$ cat src/rtl/alu_seq_loader.sv
// -----------------------------------------------------------------------------
// alu_seq_loader
//   Sequential MIPS-funct ALU. Operand A, operand B and the opcode are loaded
//   one after another from a shared data bus, each on a rising edge of the
//   (debounced) load button. The block then executes once, registers the
//   result and status flags, and holds them for display until the next EXEC.
//
// Parameters
//   DATA_W  operand/result width (4..32)
//   OP_W    opcode width, taken from the low bits of i_data (OP_W <= DATA_W)
//
// Ports
//   clock       in   system clock, rising edge
//   reset_n     in   asynchronous active-low reset
//   i_data      in   shared operand/opcode bus
//   i_load      in   load button level; only its rising edge acts
//   i_clear     in   synchronous clear back to WAIT_A (beats a load edge)
//   o_result    out  registered ALU result
//   o_zero      out  registered result == 0
//   o_carry     out  ADD carry-out / SUB borrow, 0 for other ops
//   o_overflow  out  signed overflow on ADD/SUB, 0 for other ops
//   o_err       out  unsupported opcode
//   o_valid     out  result/flags belong to the last loaded A/B/OP
//   o_state     out  FSM state for debug LEDs
// -----------------------------------------------------------------------------
module alu_seq_loader #(
    parameter int DATA_W = 8,
    parameter int OP_W   = 6
) (
    input  logic              clock,
    input  logic              reset_n,
    input  logic [DATA_W-1:0] i_data,
    input  logic              i_load,
    input  logic              i_clear,
    output logic [DATA_W-1:0] o_result,
    output logic              o_zero,
    output logic              o_carry,
    output logic              o_overflow,
    output logic              o_err,
    output logic              o_valid,
    output logic [2:0]        o_state
);

    localparam int MSB = DATA_W - 1;

    // FSM encoding is visible on o_state, so it is fixed.
    localparam logic [2:0] S_WAIT_A  = 3'd0;
    localparam logic [2:0] S_WAIT_B  = 3'd1;
    localparam logic [2:0] S_WAIT_OP = 3'd2;
    localparam logic [2:0] S_EXEC    = 3'd3;
    localparam logic [2:0] S_SHOW    = 3'd4;

    // MIPS funct codes
    localparam logic [OP_W-1:0] OP_ADD = OP_W'(6'b100000);
    localparam logic [OP_W-1:0] OP_SUB = OP_W'(6'b100010);
    localparam logic [OP_W-1:0] OP_AND = OP_W'(6'b100100);
    localparam logic [OP_W-1:0] OP_OR  = OP_W'(6'b100101);
    localparam logic [OP_W-1:0] OP_XOR = OP_W'(6'b100110);
    localparam logic [OP_W-1:0] OP_NOR = OP_W'(6'b100111);
    localparam logic [OP_W-1:0] OP_SRL = OP_W'(6'b000010);
    localparam logic [OP_W-1:0] OP_SRA = OP_W'(6'b000011);
    localparam logic [OP_W-1:0] OP_SLL = OP_W'(6'b000000);

    // Shift amounts at or beyond this saturate.
    localparam logic [DATA_W-1:0] SHIFT_LIMIT = DATA_W'(DATA_W);

    logic [2:0]        r_state;
    logic              r_load_q;
    logic [DATA_W-1:0] r_a;
    logic [DATA_W-1:0] r_b;
    logic [OP_W-1:0]   r_op;
    logic [DATA_W-1:0] r_result;
    logic              r_zero;
    logic              r_carry;
    logic              r_overflow;
    logic              r_err;
    logic              r_valid;

    logic              w_load_edge;
    logic [DATA_W:0]   w_add;
    logic [DATA_W:0]   w_sub;
    logic              w_shift_sat;
    logic [DATA_W-1:0] w_result;
    logic              w_carry;
    logic              w_overflow;
    logic              w_err;

    assign w_load_edge = i_load & ~r_load_q;

    // One extra bit holds ADD carry-out; for SUB it is the borrow (A < B).
    assign w_add       = {1'b0, r_a} + {1'b0, r_b};
    assign w_sub       = {1'b0, r_a} - {1'b0, r_b};
    assign w_shift_sat = (r_b >= SHIFT_LIMIT);

    always_comb begin
        w_result   = '0;
        w_carry    = 1'b0;
        w_overflow = 1'b0;
        w_err      = 1'b0;
        case (r_op)
            OP_ADD: begin
                w_result   = w_add[DATA_W-1:0];
                w_carry    = w_add[DATA_W];
                w_overflow = (r_a[MSB] == r_b[MSB]) && (w_add[MSB] != r_a[MSB]);
            end
            OP_SUB: begin
                w_result   = w_sub[DATA_W-1:0];
                w_carry    = w_sub[DATA_W];
                w_overflow = (r_a[MSB] != r_b[MSB]) && (w_sub[MSB] != r_a[MSB]);
            end
            OP_AND: w_result = r_a & r_b;
            OP_OR:  w_result = r_a | r_b;
            OP_XOR: w_result = r_a ^ r_b;
            OP_NOR: w_result = ~(r_a | r_b);
            OP_SRL: w_result = w_shift_sat ? '0 : (r_a >> r_b);
            OP_SRA: w_result = w_shift_sat ? {DATA_W{r_a[MSB]}}
                                           : $unsigned($signed(r_a) >>> r_b);
            OP_SLL: w_result = w_shift_sat ? '0 : (r_a << r_b);
            default: w_err = 1'b1;   // result stays 0, so zero flag reads 1
        endcase
    end

    always_ff @(posedge clock or negedge reset_n) begin
        if (!reset_n) begin
            r_state    <= S_WAIT_A;
            r_load_q   <= 1'b0;
            r_a        <= '0;
            r_b        <= '0;
            r_op       <= '0;
            r_result   <= '0;
            r_zero     <= 1'b0;
            r_carry    <= 1'b0;
            r_overflow <= 1'b0;
            r_err      <= 1'b0;
            r_valid    <= 1'b0;
        end else begin
            // Edge detector runs in every state, including during clear.
            r_load_q <= i_load;
            if (i_clear) begin
                r_state    <= S_WAIT_A;
                r_a        <= '0;
                r_b        <= '0;
                r_op       <= '0;
                r_result   <= '0;
                r_zero     <= 1'b0;
                r_carry    <= 1'b0;
                r_overflow <= 1'b0;
                r_err      <= 1'b0;
                r_valid    <= 1'b0;
            end else begin
                case (r_state)
                    S_WAIT_A: begin
                        if (w_load_edge) begin
                            r_a     <= i_data;
                            r_state <= S_WAIT_B;
                        end
                    end
                    S_WAIT_B: begin
                        if (w_load_edge) begin
                            r_b     <= i_data;
                            r_state <= S_WAIT_OP;
                        end
                    end
                    S_WAIT_OP: begin
                        if (w_load_edge) begin
                            r_op    <= i_data[OP_W-1:0];
                            r_state <= S_EXEC;
                        end
                    end
                    S_EXEC: begin
                        // Unconditional; any load activity here is ignored.
                        r_result   <= w_result;
                        r_zero     <= (w_result == '0);
                        r_carry    <= w_carry;
                        r_overflow <= w_overflow;
                        r_err      <= w_err;
                        r_valid    <= 1'b1;
                        r_state    <= S_SHOW;
                    end
                    S_SHOW: begin
                        // Starting a new sequence invalidates the display but
                        // leaves the old result/flags visible.
                        if (w_load_edge) begin
                            r_a     <= i_data;
                            r_valid <= 1'b0;
                            r_state <= S_WAIT_B;
                        end
                    end
                    default: r_state <= S_WAIT_A;
                endcase
            end
        end
    end

    assign o_result   = r_result;
    assign o_zero     = r_zero;
    assign o_carry    = r_carry;
    assign o_overflow = r_overflow;
    assign o_err      = r_err;
    assign o_valid    = r_valid;
    assign o_state    = r_state;

endmodule

$ cat config.mk
export PLATFORM = sky130hd
export DESIGN_NAME = alu_seq_loader
export DESIGN_NICKNAME = d
export VERILOG_FILES = /design/src/rtl/alu_seq_loader.sv
export SDC_FILE = /design/constraint.sdc
export NUM_CORES = 1
export LEC_CHECK = 0
export CAP_MARGIN = 10
export CORE_MARGIN = 2
export CORE_UTILIZATION = 40
export CTS_CLUSTER_DIAMETER = 30
export CTS_CLUSTER_SIZE = 28
export DETAILED_ROUTE_END_ITERATION = 8
export MAX_ROUTING_LAYER = met4
export PLACE_DENSITY = 0.61
export SETUP_SLACK_MARGIN = 0.2
export SLEW_MARGIN = 20
export SYNTH_ARGS = -nofsm -noshare
export SYNTH_HDL_FRONTEND = slang
export SYNTH_SLANG_ARGS = --single-unit
$ cat constraint.sdc
create_clock -name clock -period 3.4 [get_ports clock]
set_input_delay 0.68 -clock clock [delete_from_list [all_inputs] [get_ports clock]]
set_output_delay 0.68 -clock clock [all_outputs]
set_load 0.005 [all_outputs]
# Word level (Yosys, flattened, before mapping)
# Cells that the tools add are included.
totals:
  input_bits: 12
  latchBits: 0
  mem_bits_rw: 0
  memories: 0
  out_inout_bits: 16
  romBits: 0
  word_cells: 94
  regBits: 39
op_classes:
  order_cmp: 1
  n_mul: 0
  shifts: 3
  eq_ne: 20
  n_div: 0
  addsub: 2
  n_reduce_logical: 18
  bitwise_logic: 6
  muxes: 33
ops:
  columns: ["operator", "n"]
  rows:
  - ["8-bit two-way mux", 10]
  - ["8-bit one-hot mux with 9 select lines", 1]
  - ["6-bit == test, second input constant", 6]
  - ["6-bit two-way mux", 3]
  - ["6-bit by 2-bit == test with 1-bit output, second input constant", 2]
  - ["3-bit two-way mux", 4]
  - ["3-bit one-hot mux with 4 select lines", 1]
  - ["1-bit two-way mux", 11]
  - ["2-bit nonzero test", 5]
  - ["8-bit by 8-bit adder with 9-bit output", 1]
  - ["3-bit != test, second input constant", 3]
  - ["9-bit OR reduction", 1]
  - ["8-bit by 8-bit subtractor with 9-bit output", 1]
  - ["8-bit bitwise AND", 1]
  - ["8-bit by 4-bit >= comparator with 1-bit output, second input constant", 1]
  - ["8-bit zero test", 1]
  - ["8-bit inverter", 1]
  - ["8-bit bitwise OR", 1]
  - ["2-bit AND reduction", 4]
  - ["8-bit by 8-bit << shifter with 8-bit output", 1]
  - ["8-bit by 8-bit >> shifter with 8-bit output", 1]
  - ["8-bit by 8-bit >>> shifter with 8-bit output", 1]
  - ["8-bit XOR", 1]
  - ["3-bit by 2-bit == test with 1-bit output, second input constant", 2]
  - ["14 further kinds", 19]

# Longest topological paths before layout
logic_depth:
  ltp_word: 6
  ltp_mapped: 12
  ltp_nobuf: 12

# Worst setup path before layout
# OpenSTA, ideal clock, no wires.
synth_timing:
  kind: "reg2reg"
  from: "reg r_b[1]"
  to: "reg r_zero (netlist: o_zero)"
  slack_ns: 0.622
  path_stages_with_launch: 12
  required_ns: 3.278
  setup_time_ns: 0.122
  t_arrival_ns: 2.657
  synth_period_minus_slack_ns: 2.778
  path_buffers: 1
  cell_sequence: "dfrtp_1 > buf_2 > clkinv_1 > ha_1 > or2_2 > a211oi_1 > o31ai_1 > o21a_1 > o31ai_1 > xnor2_1 > a21oi_1 > a32o_1"
synth_between:
  elab_chain_cells: 6
  elab_cells_between_ends: 17
  cone_classes: "add/sub (2); order compare (1); shift (3); mux (6); bitwise (4); reduce/logical (1)"
synth_rtl:
  columns: ["element", "line_no", "text"]
  rows:
  - ["start, declared", "70", "logic [DATA_W-1:0] r_b;"]
  - ["start signal, assigned", "160", "r_b <= i_data;"]
  - ["8-bit by 4-bit >= comparator with 1-bit output (tied with other cells)", "93", "assign w_shift_sat = (r_b >= SHIFT_LIMIT);"]
  - ["8-bit two-way mux (tied with other cells)", "118", "OP_SLL: w_result = w_shift_sat ? '0 : (r_a << r_b);"]
  - ["8-bit one-hot mux with 9 select lines (*)", "100", "case (r_op)"]
  - ["8-bit zero test (*)", "173", "r_zero <= (w_result == '0);"]
  - ["1-bit two-way mux (*)", "151", "case (r_state)"]
  - ["1-bit two-way mux (*)", "139", "if (i_clear) begin"]
  - ["end signal, assigned", "173", null]
  - ["end, declared", "73", "logic r_zero;"]
# Mark *: on every way between the ends. The rest lies on a longest branch, timed or not. The select of a mux whose other input is x is not followed.
# A chain may end at the register's enable or synchronous reset.

# Final worst setup path
layout_timing:
  from: "reg r_a[0]"
  to: "reg r_zero (netlist: o_zero)"
layout_between:
  elab_chain_cells: 6
  elab_cells_between_ends: 16
  cone_classes: "add/sub (2); shift (3); mux (6); bitwise (4); reduce/logical (1)"
layout_rtl:
  columns: ["element", "line_no", "text"]
  rows:
  - ["start, declared", "69", "logic [DATA_W-1:0] r_a;"]
  - ["start signal, assigned", "154", "r_a <= i_data;"]
  - ["start signal, assigned", "184", "r_a <= i_data;"]
  - ["parallel branches: the longest is 2 deep, another holds 8-bit by 8-bit subtractor with 9-bit output", null, null]
  - ["8-bit one-hot mux with 9 select lines (*)", "100", null]
  - ["8-bit zero test (*)", "173", null]
  - ["1-bit two-way mux (*)", "151", null]
  - ["1-bit two-way mux (*)", "139", null]
# Every way passes the cells marked *. The select of a mux whose other input is x is not followed.

==> summary.md <==
| Metric | Value |
|---|---|
| # hold bufs at CTS | `0` |
| Port bufs | `27` |
| Die area | `between 9000 and 10000 um^2` |
| DR vias/cell | `about 6` |
| WP data arrival | `a little over 3000 ps` |
| CP max-delay cell | `a2111oi_2` |
| Synth Cell Area | `3580 um^2` |
| Worst EP required | `around 3600 ps` |
| Max VDD drop | `about 0.00022 V` |
| Layout cell share with drive strength beyond 1 | `a little under 8%` |
| Pre-CTS WS | `about 550 ps` |
| Hold WC Path Type | `input pin to async pin` |
| Crit-path leading delay family | `compound AO/OA/AOI/OAI gates` |
| Post-cts resize count | `0` |
| GRT Total Usage | `approximately 23%` |
| Post-CTS Setup Inserts | `0` |
| Worst setup SP type | `flip-flop` |
| Crit Path Class | `flip-flop to flip-flop` |
| Largest net degree at the start of global routing | `40` |
| Layout Area Growth over Synthesis | `12.7%` |
| Post-layout util | `46.5%` |
| Width of the die | `98.6 um` |
| Pleak | `~0.0016 uW` |
| Simple-gate portion of the synthesized area | `about 24%` |
| Initial antenna violation count | `0` |
| Endpoints failing setup | `0` |
| Max-Cap Viols | `0` |
| Hold Fails Final Rpt | `0` |
| Skew-Pair Late Insertion Delay | `about 300 ps` |
| Critical Path, Cell by Cell | `inv_1 > ha_1 > inv_1 > fa_1 > nor2b_1 > o21bai_1 > a31oi_1 > xnor2_1 > a2111oi_2 > nand4_1 > nor4_2 > a32o_1` |
| # DRC | `0` |
| Mux cell area share after synthesis | `under 10%` |
| Fin. max-slew vios | `0` |
| Worst path buffer plus inverter count | `2` |
| Clk buf depth | `2` |
| Max incr delay on CP | `470 ps` |
| Average size of a mapped cell | `around 8 um^2` |
| Max Clock Freq | `351 MHz` |
| Via count of the routed design | `between 3000 and 4000` |
| Crit path max fanout | `6` |
| Vias in the first global route | `3241` |
| Status | `finished clean` |
| Hold Slack | `approximately 480 ps` |
| ANT nets after route | `0` |
| Count leader, synth | `nand2_1` |
| Count of state elements after synthesis | `39` |
| Adder-cell area share of the yosys netlist | `around a tenth` |
| EDFF count, synth | `0` |
| Drt pass-1 iters | `7` |
| Clk sink count | `39` |
| Pwr Density | `266 nW/um^2` |
| Clock Skew | `7.98 ps` |
| Async set-or-reset flop fraction in the synthesized netlist | `100%` |
| Filler instances | `906` |
| Synth cell types | `between 60 and 70` |
| Kind of end point of the critical path | `flip-flop` |
| Yosys top cell by area | `dfrtp_1` |
| Sequential share of the synthesized area | `27.3%` |
| Io pins | `28` |
| Initial core utilization | `41.2%` |
| Compound-cell area share of the yosys netlist | `about a quarter` |
| Largest family of logic cells by synthesized area | `simple AND/OR/NAND/NOR gates` |
| First-pass GRT wire length | `between 15 and 20 mm` |
| Max_slew headroom | `34.1%` |
| Core Area | `between 8000 and 9000 um^2` |
| Syn nets | `approximately 500` |
| Post-Synth XOR/XNOR Area | `1.96%` |
| Num CTS Buffers | `5` |
| Rows | `34` |
| Initial DRC Count | `between 300 and 400` |
| Area contributors post-synth | `dfrtp_1 27%, ha_1 8.4%, a21oi_1 6.4%` |
| Synthesis Warnings | `0` |
| Post-synth top area share | `a little over a quarter` |
| Post-DR wirelength/cell | `18.0 um` |
| Root Driver | `clkbuf_8` |
| RSZ-0062 raised after global routing | `false` |
| Top post-synthesis cells by count | `58 x nand2_1, 51 x nor2_1, 46 x a21oi_1` |
| Post-layout min period | `approximately 2800 ps` |
| Worst setup margin | `around 550 ps` |
| H-tree depth | `2` |
| Final WL | `approximately 11 mm` |
| CTS tree | `done` |
| Grt ovf | `0` |
| Design Power | `1070 uW` |
| Die Span Y | `approximately 99 um` |
| N_diodes | `0` |
| Cell mode on critical path | `inv_1` |
| Dpl hpwl | `between 8 and 9 mm` |
| Mapped Cells | `460` |
| Fin nets | `517` |
| Worst Tran Pin Value | `988 ps` |
| Clock transition at path regs | `roughly 80 ps` |
| Tcrit/Tclk final | `between 80% and 90%` |
| Main synth FF type | `dfrtp_1` |
| Setup TNS Final | `0 ps` |
| GP Congestion | `~1.1` |
==> worst reg2reg max path: stages (launching register included) <==
cell and delay (ps):
dfrtp_1 440, inv_1 110, ha_1 190, inv_1 60, fa_1 380, nor2b_1 160, o21bai_1 130, a31oi_1 110
xnor2_1 160, a2111oi_2 470, nand4_1 160, nor4_2 240, a32o_1 190
==> cell usage in the layout (no fill, tap or decap), drive strengths merged, types with 3 or more instances in the layout <==
cell type,Yosys,final
nand2,59,59
nor2,53,53
a21oi,46,46
dfrtp,39,39
o21ai,28,28
clkdlybuf4s50,0,26
ha,24,24
inv,22,22
mux2i,20,20
nand3,14,14
nor3,14,14
a211oi,12,12
buf,13,12
nand2b,9,9
a31oi,9,9
xnor2,7,7
nor2b,6,6
clkbuf,13,6
a22o,5,5
nor4,5,5
or2,4,4
o22ai,4,4
o31ai,3,3
a21boi,3,3
and2,3,3
o21bai,3,3
a311oi,3,3
clkinv,2,3
==> area by class of cell <==
| cell class | count | area, um^2 | share of cell area, % |
|---|---|---|---|
| repair buffers | 38 | 348 | 8.63 |
| clock inverters | 2 | 12.5 | 0.310 |
| well taps | 108 | 135 | 3.35 |
| clock buffers | 6 | 72.6 | 1.80 |
| inverters | 24 | 90.1 | 2.23 |
| multi-input cells | 371 | 2400 | 59.5 |
| flip-flops and latches | 39 | 976 | 24.2 |
==> routing by layer <==
| layer | share of wire, % | routed length, um | GRT usage (%) | vias to the layer above |
|---|---|---|---|---|
| met4 | 2.2 | 229 | 5.48 | 0 |
| met3 | 5.7 | 597 | 3.48 | 22 |
| met5 | 0 | 0 | - | - |
| li1 | - | - | - | 1669 |
| met2 | 44 | 4670 | 33.6 | 134 |
| met1 | 48 | 5060 | 33.1 | 1649 |
==> sequential cells by signal, summed over array words and instances (netlist names) <==
name	flops
r_load_q	1
o_overflow	1
o_carry	1
o_valid	1
r_op	6
o_err	1
r_a	8
o_state	3
o_zero	1
o_result	8
r_b	8
==> through the flow <==
step | cell area [um^2] | std cells
floorplan | 3580 | 460
finish | 4030 | 588
CTS | 4030 | 588
global route | 4030 | 588
global placement | 3950 | 580
detailed placement | 3950 | 580
==> worst paths after layout <==
path                            cells after the start                endpoint  slack [ps]              startpoint
worst min-delay path                                1  o_state[2]$_DFFE_PN0P_         480                 reset_n
worst max register to register                     12      o_zero$_DFFE_PN0P_         550      r_a[0]$_DFFE_PN0P_
worst min register to register                      2  o_overflow$_DFFE_PN0P_         490  o_overflow$_DFFE_PN0P_
max in group asynchronous                           1      r_b[3]$_DFFE_PN0P_        2370                 reset_n
worst max-delay path                               12      o_zero$_DFFE_PN0P_         550      r_a[0]$_DFFE_PN0P_
min in group clock                                  2  o_overflow$_DFFE_PN0P_         490  o_overflow$_DFFE_PN0P_
==> power by group <==
part	switching [uW]	total, uW	internal, uW
Combinational	158	261	104
Clock	172	315	143
Sequential	22.5	496	473
==> cells by family after synthesis <==
kind of cell             after synthesis
AO/OA/AOI/OAI                        136
XOR/XNOR                               8
adder cells (fa/ha/maj)               26
buffers and inverters                 50
flip-flops                            39
multiplexers                          23
AND/OR/NAND/NOR                      178
(Power assumes the default switching activity.)
